--- config.mk ---
export PLATFORM = sky130hd
export DESIGN_NAME = cpu_run_ctrl
export DESIGN_NICKNAME = d
export VERILOG_FILES = /design/src/rtl/cpu_run_ctrl.sv
export SDC_FILE = /design/constraint.sdc
export NUM_CORES = 1
export LEC_CHECK = 0
export BUFFER_PORTS_ARGS = -buffer_cell sky130_fd_sc_hd__buf_2
export CORE_MARGIN = 1.5
export CORE_UTILIZATION = 25
export CTS_BUF_LIST = sky130_fd_sc_hd__clkbuf_8
export DETAILED_ROUTE_END_ITERATION = 10
export PLACE_DENSITY_LB_ADDON = 0.25
export SETUP_SLACK_MARGIN = 0.15
export SLEW_MARGIN = 20
export SYNTH_ARGS = -nofsm -noshare
export SYNTH_HDL_FRONTEND = slang
export SYNTH_SLANG_ARGS = --single-unit
export TNS_END_PERCENT = 50
--- constraint.sdc ---
create_clock -name clk -period 2.22 [get_ports clk]
set_clock_uncertainty 0.15 [all_clocks]
set_input_delay 0.333 -clock clk [delete_from_list [all_inputs] [get_ports clk]]
set_output_delay 0.333 -clock clk [all_outputs]
set_load 0.005 [all_outputs]
--- src/rtl/cpu_run_ctrl.sv ---
// cpu_run_ctrl: run/step/halt sequencer issuing a single-cycle CPU clock-enable strobe; optional breakpoint via CPU_RUN_CTRL_BREAKPOINT_EN
module cpu_run_ctrl #(
    parameter int DIV_WIDTH = 16,
    parameter int PC_WIDTH  = 16,
    parameter int CNT_WIDTH = 32
) (
    input  logic                 clk,
    input  logic                 rst,
    input  logic                 cmdRun_i,
    input  logic                 cmdStop_i,
    input  logic                 cmdStep_i,
    input  logic [DIV_WIDTH-1:0] divisor_i,
    input  logic                 haltFlag_i,
    input  logic [PC_WIDTH-1:0]  pc_i,
`ifdef CPU_RUN_CTRL_BREAKPOINT_EN
    input  logic [PC_WIDTH-1:0]  bpAddr_i,
    input  logic                 bpValid_i,
    output logic                 bpHit_o,
`endif
    output logic                 cpuEn_o,
    output logic [1:0]           state_o,
    output logic                 stepDone_o,
    output logic [CNT_WIDTH-1:0] cycleCount_o
);
    typedef enum logic [1:0] {IDLE = 2'b00, RUN = 2'b01, STEP = 2'b10, HALTED = 2'b11} state_e;
    state_e               state_q, state_d;
    logic [DIV_WIDTH-1:0] cnt_q, cnt_d;
    logic                 cpu_en_q, cpu_en_d;
    logic                 step_done_q, step_done_d;
    logic [CNT_WIDTH-1:0] cycle_count_q, cycle_count_d;
    logic                 fire;
    logic                 bp_stop;
`ifdef CPU_RUN_CTRL_BREAKPOINT_EN
    logic                 armed_q, armed_d;
    logic                 bp_hit_q, bp_hit_d;
    assign bp_stop = armed_q & bpValid_i & (pc_i == bpAddr_i) & fire;
    assign bpHit_o = bp_hit_q;
`else
    logic                 unused_pc;
    assign unused_pc = ^pc_i;
    assign bp_stop   = 1'b0;
`endif
    assign fire         = cnt_q >= divisor_i;
    assign cpuEn_o      = cpu_en_q;
    assign state_o      = state_q;
    assign stepDone_o   = step_done_q;
    assign cycleCount_o = cycle_count_q;
    // Next state: halt beats every command, stop beats step beats run; strobe only where a CPU cycle is granted
    always_comb begin
        state_d     = state_q;
        cnt_d       = cnt_q;
        cpu_en_d    = 1'b0;
        step_done_d = 1'b0;
`ifdef CPU_RUN_CTRL_BREAKPOINT_EN
        armed_d     = armed_q;
        bp_hit_d    = bp_hit_q;
`endif
        case (state_q)
            IDLE: begin
                if (haltFlag_i) begin
                    state_d = HALTED;
                end else if (!cmdStop_i && cmdStep_i) begin
                    state_d  = STEP;
                    cpu_en_d = 1'b1;
`ifdef CPU_RUN_CTRL_BREAKPOINT_EN
                    bp_hit_d = 1'b0;
`endif
                end else if (!cmdStop_i && cmdRun_i) begin
                    state_d  = RUN;
                    cnt_d    = '0;
`ifdef CPU_RUN_CTRL_BREAKPOINT_EN
                    armed_d  = 1'b0;
                    bp_hit_d = 1'b0;
`endif
                end
            end
            RUN: begin
                if (haltFlag_i) begin
                    state_d = HALTED;
                end else if (cmdStop_i) begin
                    state_d = IDLE;
                end else if (bp_stop) begin
                    state_d = IDLE;
`ifdef CPU_RUN_CTRL_BREAKPOINT_EN
                    bp_hit_d = 1'b1;
`endif
                end else begin
                    cpu_en_d = fire;
                    cnt_d    = fire ? '0 : cnt_q + DIV_WIDTH'(1);
`ifdef CPU_RUN_CTRL_BREAKPOINT_EN
                    armed_d  = armed_q | fire;
`endif
                end
            end
            STEP: begin
                state_d     = haltFlag_i ? HALTED : IDLE;
                step_done_d = !haltFlag_i;
            end
            default: ;
        endcase
        cycle_count_d = cpu_en_d ? cycle_count_q + CNT_WIDTH'(1) : cycle_count_q;
    end
    // Registered state and outputs with synchronous reset
    always_ff @(posedge clk) begin
        if (rst) begin
            state_q       <= IDLE;
            cnt_q         <= '0;
            cpu_en_q      <= 1'b0;
            step_done_q   <= 1'b0;
            cycle_count_q <= '0;
`ifdef CPU_RUN_CTRL_BREAKPOINT_EN
            armed_q       <= 1'b0;
            bp_hit_q      <= 1'b0;
`endif
        end else begin
            state_q       <= state_d;
            cnt_q         <= cnt_d;
            cpu_en_q      <= cpu_en_d;
            step_done_q   <= step_done_d;
            cycle_count_q <= cycle_count_d;
`ifdef CPU_RUN_CTRL_BREAKPOINT_EN
            armed_q       <= armed_d;
            bp_hit_q      <= bp_hit_d;
`endif
        end
    end
endmodule

# Word-level counts from Yosys, hierarchy flattened

Cells that the tools add are included.

Add/subtract/negate cells: 2
Multipliers: 0
Div/mod/pow operators: 0
Magnitude comparators: 1
Equal/unequal tests: 9
Shift-type cells: 0
Mux-type cells: 19
Bitwise logic cells: 1
Reduce and logical (&&, ||, !) cells: 10

Operators by type and width:

| cell                                                             | number |
|---|---|
| 16-bit two-way mux                                               | 6 |
| 32-bit by 1-bit adder with 32-bit output (second input constant) | 1 |
| 16-bit case mux with 2 select lines                              | 1 |
| 16-bit by 1-bit adder with 16-bit output (second input constant) | 1 |
| 16-bit >= comparator                                             | 1 |
| 2-bit two-way mux                                                | 6 |
| 2-bit != test (second input constant)                            | 5 |
| 2-bit case mux with 3 select lines                               | 1 |
| 6-bit AND reduction                                              | 1 |
| 1-bit two-way mux                                                | 4 |
| 4-bit != test (second input constant)                            | 1 |
| 3-bit != test (second input constant)                            | 1 |
| 3-bit AND reduction                                              | 1 |
| 3-bit nonzero test                                               | 1 |
| 2-bit by 1-bit == test with 1-bit output (second input constant) | 1 |
| 2-bit == test (second input constant)                            | 1 |
| 1-bit logical AND                                                | 2 |
| 1-bit logical NOT                                                | 2 |
| 2-bit logical NOT                                                | 1 |
| 1-bit case mux with 2 select lines                               | 1 |
| 2-bit nonzero test                                               | 1 |
| 2-bit OR reduction                                               | 1 |
| 1-bit NOT                                                        | 1 |

Flip-flop bits (word level): 52
Latch bits: 0
Memory bits (writable): 0
Memory bits (read-only): 0
Output and inout port bits: 36
Memories: 0

# Logic depth before layout (Yosys ltp)

Depth in word-level cells: 6
Depth in mapped cells: 11
Depth with buffers taken out: 9

# Least setup slack after synthesis

Ideal clock, no wire load.

Kind: reg-to-reg
Start point: register cnt_q[0]
End point: register cycle_count_q[7] (netlist: cycleCount_o[7])
Setup time: 0.115 ns
Arrival time: 2.169 ns
Required time: 1.955 ns
Setup slack: -0.213 ns
Stages on the path, launching flop included: 12
Buffers on the path: 2
Period minus slack after synthesis: 2.433 ns
Cells stage by stage: dfxtp_1 -> inv_1 -> ha_1 -> nand2b_1 -> a2111oi_0 -> o21a_1 -> o21ai_4 -> nand4_2 -> buf_2 -> buf_2 -> nor3_1 -> o21ba_1

Longest elaborated chain between the ends: 4

RTL lines:

| item                               | RTL line | text |
|---|---|---|
| start: declaration                 | 27       | `logic [DIV_WIDTH-1:0] cnt_q, cnt_d;` |
| start signal: assignment           | 117      | `cnt_q <= cnt_d;` |
| 16-bit >= comparator               | 43       | `assign fire = cnt_q >= divisor_i;` |
| 1-bit two-way mux                  | 80       | `end else if (cmdStop_i) begin` |
| 1-bit two-way mux                  | 78       | `if (haltFlag_i) begin` |
| 1-bit case mux with 2 select lines | 58       | `case (state_q)` |
| end signal: assignment             | 120      | `cycle_count_q <= cycle_count_d;` |
| end: declaration                   | 30       | `logic [CNT_WIDTH-1:0] cycle_count_q, cycle_count_d;` |

Every way passes these cells.
A chain may end at the register's enable or synchronous reset.

# Final worst setup path

Start point: register cnt_q[0]
End point: register cycle_count_q[23] (netlist: cycleCount_o[23])

The elaborated chain is that of the path after synthesis.

==> impl_metrics.py <==
metrics = {
    "hold_path": {
        "min_to": "stepDone_o$_SDFF_PP0_",
        "worstHoldStart": "haltFlag_i",
        "holdCritPathClass": "primary input to register",
        "whs_path_depth": 3,
    },
    "placement": {
        "gp_congestion": 0.7906,
        "placed_cell_area_sq_um": 3979,
        "dpl.hpwl_microns": 6005,
        "port_buffers": 57,
    },
    "yosys": {
        "ys.flop_type": "dfxtp_1",
        "synthSimpleGateAreaFrac_pct": 27.68,
        "synth_warnings": 0,
        "synth_edf_count": 0,
        "muxShareOfSynthArea_pct": 0.3386,
        "synth_cell_type_count": 46,
        "ys_seq_area_share_pct": 35.21,
        "synth_adder_area_share_pct": 9.310,
        "synth_top_family_by_area": "simple AND/OR/NAND/NOR gates",
        "synth_cells": 365,
        "avgSynthCellArea_sq_um": 8.100,
        "synth_xor_area_share_pct": 5.036,
        "synth_nets": 425,
        "synth_compound_area_share_pct": 17.27,
        "async_flop_share_pct": 0,
        "ys_ff_latch": 52,
        "syn_area_sq_um": 2957,
    },
    "global_route": {
        "grt_first_pass_wirelength_microns": 14010,
        "grt_pass1_vias": 2995,
        "antenna_found_initial": 0,
        "grt_max_degree": 27,
        "overflow": 0,
        "grt_usage_pct": 13.56,
    },
    "power": {
        "power_w": 0.001771,
        "max-vdd-ir-drop_mv": 0.2347,
        "power_frac_clock_pct": 32.9,
        "power_leakage_nw": 1.833,
        "p_sw_share_pct": 26.23,
        "power.internal_w": 0.001306,
        "power_frac_seq_pct": 53.3,
        "power_density_nw_per_um2": 412.5,
        "p_switching_w": 0.0004644,
        "p_comb_share_pct": 13.9,
    },
    "clock_tree": {
        "clockBufferDepth": 2,
        "cts_max_level": 2,
        "cts.sinks": 52,
        "path_clk_slew_ns": 0.09,
        "cts_buffers": 5,
        "hold_buffers": 0,
        "clk_latency_ns": 0.31,
        "cts_tree": "yes",
        "clockRootBuffer": "clkbuf_8",
    },
    "routing": {
        "firstDrtPassIters": 4,
        "post_drt_wl_per_cell_microns": 12.89,
        "viasPerCell": 4.727,
        "drt-total-wl_microns": 8173,
        "drt_iter0_markers": 122,
        "drc": 0,
        "final_antenna_net_count": 0,
        "vias": 2997,
    },
    "sta": {
        "rsz0062_at_grt": "true",
        "maxSlewViolCount": 0,
        "finalSetupViolCount": 37,
        "fmax_mhz": 402.4,
        "hold_violations": 0,
        "setup_ws_ns": -0.2648,
        "final.period_utilization_pct": 111.9,
        "relSlewSlack_pct": 60.79,
        "final.min_clock_period_ns": 2.485,
        "tightest_slew_ns": 0.5860,
    },
    "critical_path": {
        "required_ns": 2.31,
        "timing.rr.end": "cycleCount_o[23]$_SDFFE_PP0P_",
        "regToRegSetupSlack_ns": -0.26,
        "end_kind": "register",
        "worstPathCellList": "inv_2 -> ha_4 -> nand2b_4 -> a2111oi_2 -> o21a_2 -> o21ai_4 -> nand4_4 -> or4_1 -> a21oi_1",
        "slowest_stage": "or4_1",
        "worstSetupStartpointType": "register",
        "reg2reg_depth": 9,
        "rr_startpoint": "cnt_q[0]$_SDFFE_PP0P_",
        "critPathArrivalTime_ns": 2.58,
        "slowest_delay_ns": 0.54,
        "crit_fanout": 8,
        "critPathKind": "register to register",
    },
    "run": {
        "max-cap-violations": 0,
    },
    "cells_and_area": {
        "finalInstanceArea_sq_um": 4293,
        "post_route_cells_drive_above_1_share_pct": 36.66,
        "fin_util_pct": 37.44,
        "nets": 550,
        "diodes": 0,
        "area_growth_pct": 45.20,
    },
    "floorplan": {
        "dieWidth_microns": 111.8,
        "io_pins": 74,
        "initial_core_util_pct": 25.78,
        "fp-row-count": 39,
        "core_sq_um": 11470,
        "die_h_microns": 111.8,
        "die_area_sq_um": 12490,
    },
    "run_status": {
        "violations": "negative setup slack",
        "status": "finished, violations left",
    },
}
cells in the final DEF, fill, tap and decap left out, types with 3 or more instances in the layout:
master / count
a211oi_1: 3
a21oi_1: 30
a31oi_1: 3
and2_1: 4
and3_1: 4
and4_1: 5
buf_2: 57
buf_4: 62
buf_6: 8
clkbuf_8: 6
dfxtp_1: 49
dfxtp_2: 3
ha_1: 15
ha_4: 6
inv_1: 23
inv_2: 5
nand2_1: 28
nand3_1: 12
nand4_1: 11
nand4_4: 4
nor2_1: 34
nor2b_1: 4
nor3_1: 8
o21a_1: 4
o21ai_0: 17
o21ai_1: 3
o31ai_1: 7
or3_1: 11
or4_1: 8
xnor2_1: 3
xor2_1: 13
metal layers:
layer | GRT usage, % | wire (microns) | up-vias
met3 | 2.232 | 247 | 8
met2 | 23.41 | 3994 | 44
met1 | 17.49 | 3824 | 1387
li1 | - | - | 1558
met5 | 0 | 0 | -
met4 | 3.713 | 107 | 0
kinds of logic after synthesis:
logic type               count (synthesis)
AND/OR/NAND/NOR                        150
AO/OA/AOI/OAI                           84
flip-flops                              52
buffers and inverters                   39
adder cells (fa/ha/maj)                 22
XOR/XNOR                                17
multiplexers                             1
power groups by stage:
stage                     Combinational, W  Sequential [W]  Clock [W]
after CTS                         0.000239        0.000943   0.000608
after detailed placement          0.000224        0.000965          0
after floorplan                   0.000121        0.000969          0
after global placement            0.000219        0.000965          0
after global routing              0.000275        0.000945   0.000641
final                             0.000245        0.000943   0.000582
per-stage QoR:
stage	hold WS (ns)	TNS [ns]	setup WS, ns	std cells
floorplan	0.2591	-0.4915	-0.1015	365
global placement	0.3327	-13.21	-0.4633	617
detailed placement	0.3404	-15.55	-0.5533	617
CTS	0.1591	-5.762	-0.2493	632
global route	0.1683	-11.72	-0.3987	634
finish	0.1661	-5.762	-0.2648	634
state kept, by name, indices dropped and copies added (netlist names):
register	flops
cycleCount_o	32
cnt_q	16
state_o	2
cpuEn_o	1
stepDone_o	1
worst max path at each step:
stage	from	endpoint	cells after the start
floorplan	divisor_i[13]	cycleCount_o[16]$_SDFFE_PP0P_	10
detailed placement	divisor_i[13]	cycleCount_o[26]$_SDFFE_PP0P_	10
CTS	cnt_q[0]$_SDFFE_PP0P_	cycleCount_o[11]$_SDFFE_PP0P_	10
global route	cnt_q[0]$_SDFFE_PP0P_	cycleCount_o[25]$_SDFFE_PP0P_	9
finish	cnt_q[0]$_SDFFE_PP0P_	cycleCount_o[23]$_SDFFE_PP0P_	9
global placement	divisor_i[13]	cycleCount_o[10]$_SDFFE_PP0P_	11
cells in the mapped netlist (2+ instances only):
| cell | count | area [sq um] |
|---|---|---|
| a211oi_1 | 3 | 22.52 |
| a21oi_1 | 32 | 160.2 |
| a31oi_1 | 3 | 18.77 |
| and2_1 | 4 | 25.02 |
| and3_1 | 4 | 25.02 |
| and4_1 | 5 | 43.79 |
| buf_2 | 5 | 25.02 |
| clkbuf_1 | 6 | 22.52 |
| dfxtp_1 | 52 | 1041 |
| ha_1 | 22 | 275.3 |
| inv_1 | 28 | 105.1 |
| nand2_1 | 29 | 108.9 |
| nand2b_1 | 3 | 18.77 |
| nand3_1 | 12 | 60.06 |
| nand4_1 | 11 | 68.82 |
| nand4_2 | 2 | 25.02 |
| nor2_1 | 35 | 131.4 |
| nor2b_1 | 4 | 25.02 |
| nor3_1 | 10 | 50.05 |
| nor4_1 | 2 | 12.51 |
| o21a_1 | 5 | 37.54 |
| o21ai_0 | 19 | 95.09 |
| o21ai_1 | 3 | 15.01 |
| o21bai_1 | 2 | 15.01 |
| o31ai_1 | 9 | 67.56 |
| or3_1 | 12 | 75.07 |
| or4_1 | 9 | 67.56 |
| xnor2_1 | 4 | 35.03 |
| xor2_1 | 13 | 113.9 |
critical path, delay by kind of cell, from the launching register on:
family / cells / cell delay (ns)
AOI/OAI and AO/OA: 4 / 0.76
DFF: 1 / 0.35
and+or+nand+nor: 3 / 0.85
buffers and inverters: 1 / 0.06
adders and majority gates: 1 / 0.26
cell type report:
cell class	count	area (sq um)
Clock buffer	6	82.58
Clock inverter	2	11.26
Fill cell	1176	7174
Inverter	28	112.6
Multi-Input combinational cell	276	2022
Sequential cell	52	1045
Tap cell	143	178.9
Timing Repair Buffer	127	840.8
timing repair:
item | in CTS | in global routing
setup endpoints to repair | 49 | 49
resized for setup | 16 | 15
setup buffers | 5 | 2
cloned | 2 | 0
pin swaps | 9 | 9
No activity file was read; power rests on OpenSTA's default activity.
